===== src/rtl/sat_counter.sv =====
// Saturating up-counter used for the error total. When clr and inc arrive
// together the clear applies and that cycle's increment still counts.
module sat_counter #(
  parameter int W = 8
) (
  input  logic         clk,
  input  logic         rst,
  input  logic         inc,
  input  logic         clr,
  output logic [W-1:0] value
);

  always_ff @(posedge clk) begin
    if (rst) begin
      value <= '0;
    end else if (clr) begin
      value <= inc ? W'(1) : '0;
    end else if (inc && !(&value)) begin
      value <= value + W'(1);
    end
  end

endmodule


===== config.mk =====
export PLATFORM = sky130hd
export DESIGN_NAME = sat_counter
export DESIGN_NICKNAME = d
export VERILOG_FILES = /design/src/rtl/sat_counter.sv
export SDC_FILE = /design/constraint.sdc
export NUM_CORES = 1
export LEC_CHECK = 0
export ABC_AREA = 1
export CORE_AREA = 2 2 39 41
export DETAILED_ROUTE_END_ITERATION = 8
export DIE_AREA = 0 0 41 43
export SYNTH_ARGS = -nofsm -noshare
export SYNTH_HDL_FRONTEND = slang
export SYNTH_SLANG_ARGS = --single-unit

===== constraint.sdc =====
create_clock -name clk -period 3.21 [get_ports clk]
set_clock_uncertainty 0.15 [all_clocks]
set_input_delay 0.321 -clock clk [delete_from_list [all_inputs] [get_ports clk]]
set_output_delay 0.321 -clock clk [all_outputs]
set_load 0.01 [all_outputs]

==> results by group <==
STA
  • Relative slew margins: 0.793
  • Fin crit share: 0.544
  • Final Hold Fails: 0
  • Max-slew violations: 0
  • Minimum clock period: 1.75 ns
  • Setup TNS: 0 ns
  • Final worst slack: 1.46 ns
  • Setup violations, final: 0
  • Achievable Freq: 573 MHz
  • Least-Margin Pin Slew: between 0.3 and 0.4 ns
  • RSZ-0062 raised after global routing: no
  • Fin Hold WS: 0.318 ns

Routing
  • DR pass1 iterations: 4
  • DR WL/cell: 10.3 um
  • Via density: slightly below 5
  • DR iter-0 viols: 8
  • Drt drc: 0
  • Drt total wl: 1.06 mm
  • Vias post-DR: 496
  • Final antenna-violating net count: 0

Placement
  • DP HPWL: between 800 and 900 um
  • Area after DPL: 613 sq um
  • Final GP Congestion: 0.834
  • Place WS: 1.58 ns
  • Inst Count DP: 100
  • Port Buffer Count: 11

Logic synthesis
  • Synth Instances: between 70 and 80
  • Cell variety after synth: 18
  • YS warnings: 0
  • Sequential area share after synthesis: 0.332
  • Syn avg cell area: 6.62 sq um
  • Synthesized flop and latch total: 8
  • Syn_nets: 78
  • Mapped Area: slightly below 500 sq um

Cells and area
  • Most common cell after layout, fill and taps aside: nand2_1
  • Nets@finish: 94
  • Post-route core utilization: 0.459
  • Finished Cell Area: 636 sq um
  • Antenna cell count: 0
  • Max reg flops: 8
  • Layout Cells excl Fill: 103
  • Synth-to-Final Area Change: 31.6%
  • Fill cells: 149
  • Largest regs: value x8
  • Most frequent cells in the layout: nand2_1, nor2_1, clkdlybuf4s50_1
  • Biggest register: value
  • Share of layout cells above drive strength 1: 0.138

Run status
  • Status: finished clean

Die
  • Die width: 41 um
  • Die Y: 43 um
  • Total core area: 1380 sq um
  • Die Area: 1760 sq um
  • Std cell rows: 14
  • Initial Util: 0.349
  • Io pins: 12

Global routing
  • First-pass GRT wire length: ~1.8 mm
  • Gr ovfl total: 0
  • Initial antenna violation count: 0
  • Pin count of the biggest net entering global routing: 9
  • Total track usage: 0.158
  • Vias in the first global route: 435

Critical path
  • Slowest cell on crit path: clkdlybuf4s50_1
  • Max stage delay on crit path: 0.58 ns
  • Crit path max-delay family: buffers and inverters
  • Critical path data required time: roughly 2.7 ns
  • Buf/Inv on CP: 1
  • CP Max Fanout: 5
  • Critical Path, Cell by Cell: clkdlybuf4s50_1
  • Critical path arrival: between 1 and 1.5 ns
  • Kind of start point of the critical path: register
  • Critical path endpoint category: primary output
  • Setup CP Type: reg2out

Worst hold path
  • Hold Crit Class: reg2reg

Power
  • Pwr Density: between 300 and 400 nW/um^2
  • Pwr Total: ~0.21 mW
  • P_leak: around 0.26 nW
  • Maximum vdd drop: ~0.00020 V

Clock network
  • CTS Buf Count: 3
  • Worst skew pair latency: around 0.26 ns
  • CTS resizes: 0
  • Max clock buf depth: 2
  • CTS tree: done
  • Reg clk slew, reported paths: 0.05 ns
  • Clk sinks: 8
  • Clk root buf: clkbuf_4
  • Cts hold-fix bufs: 0
  • Setup bufs post-CTS: 0
  • H-tree depth: 1

Run
  • Max-cap check violation count: 0
## routing by layer
metal	up-vias	part of all wire	global-route usage
met1	207	0.46	0.181
met2	16	0.44	0.222
met5	-	0	0
li1	268	-	-
met3	5	0.063	0.0471
met4	0	0.039	0.140
## synthesized netlist by cell type (all sizes together)
cell type / count / area [sq um]
nand2: 19 / 93.8
nor2: 13 / 58.8
inv: 10 / 37.5
nand3: 9 / 45.0
dfxtp: 8 / 160
a21oi: 6 / 33.8
nand4: 3 / 18.8
o21ai: 2 / 10.0
ha: 1 / 12.5
nand3b: 1 / 7.51
nor3: 1 / 5.00
## cell type report
type | instances | area [sq um] | area share
multi-input cells | 55 | 285 | 0.449
repair buffers | 11 | 110 | 0.173
inverters | 10 | 37.5 | 0.0591
flip-flops and latches | 8 | 160 | 0.252
well taps | 16 | 20.0 | 0.0315
clock buffers | 3 | 22.5 | 0.0354
## worst paths after layout
kind,from,to,slack [ns],depth (start not counted)
hold / removal,value[6],value[6],0.32,2
setup / recovery,value[3],value[3],1.46,1
setup reg to reg,value[0],value[3],1.63,8
hold reg to reg,value[6],value[6],0.32,2
## cell families after synthesis
logic type | after synthesis | synth area share
simple gates | 46 | 0.474
buf+inv | 10 | 0.0777
compound gates | 8 | 0.0906
flops | 8 | 0.332
fa+ha+maj | 1 | 0.0259
## power breakdown
part | total [mW] | switching, mW | internal [mW]
combinational | 0.0256 | 0.0138 | 0.0118
sequential | 0.104 | 0.00286 | 0.102
clock | 0.0823 | 0.0391 | 0.0431
No activity file was read; power rests on OpenSTA's default activity.
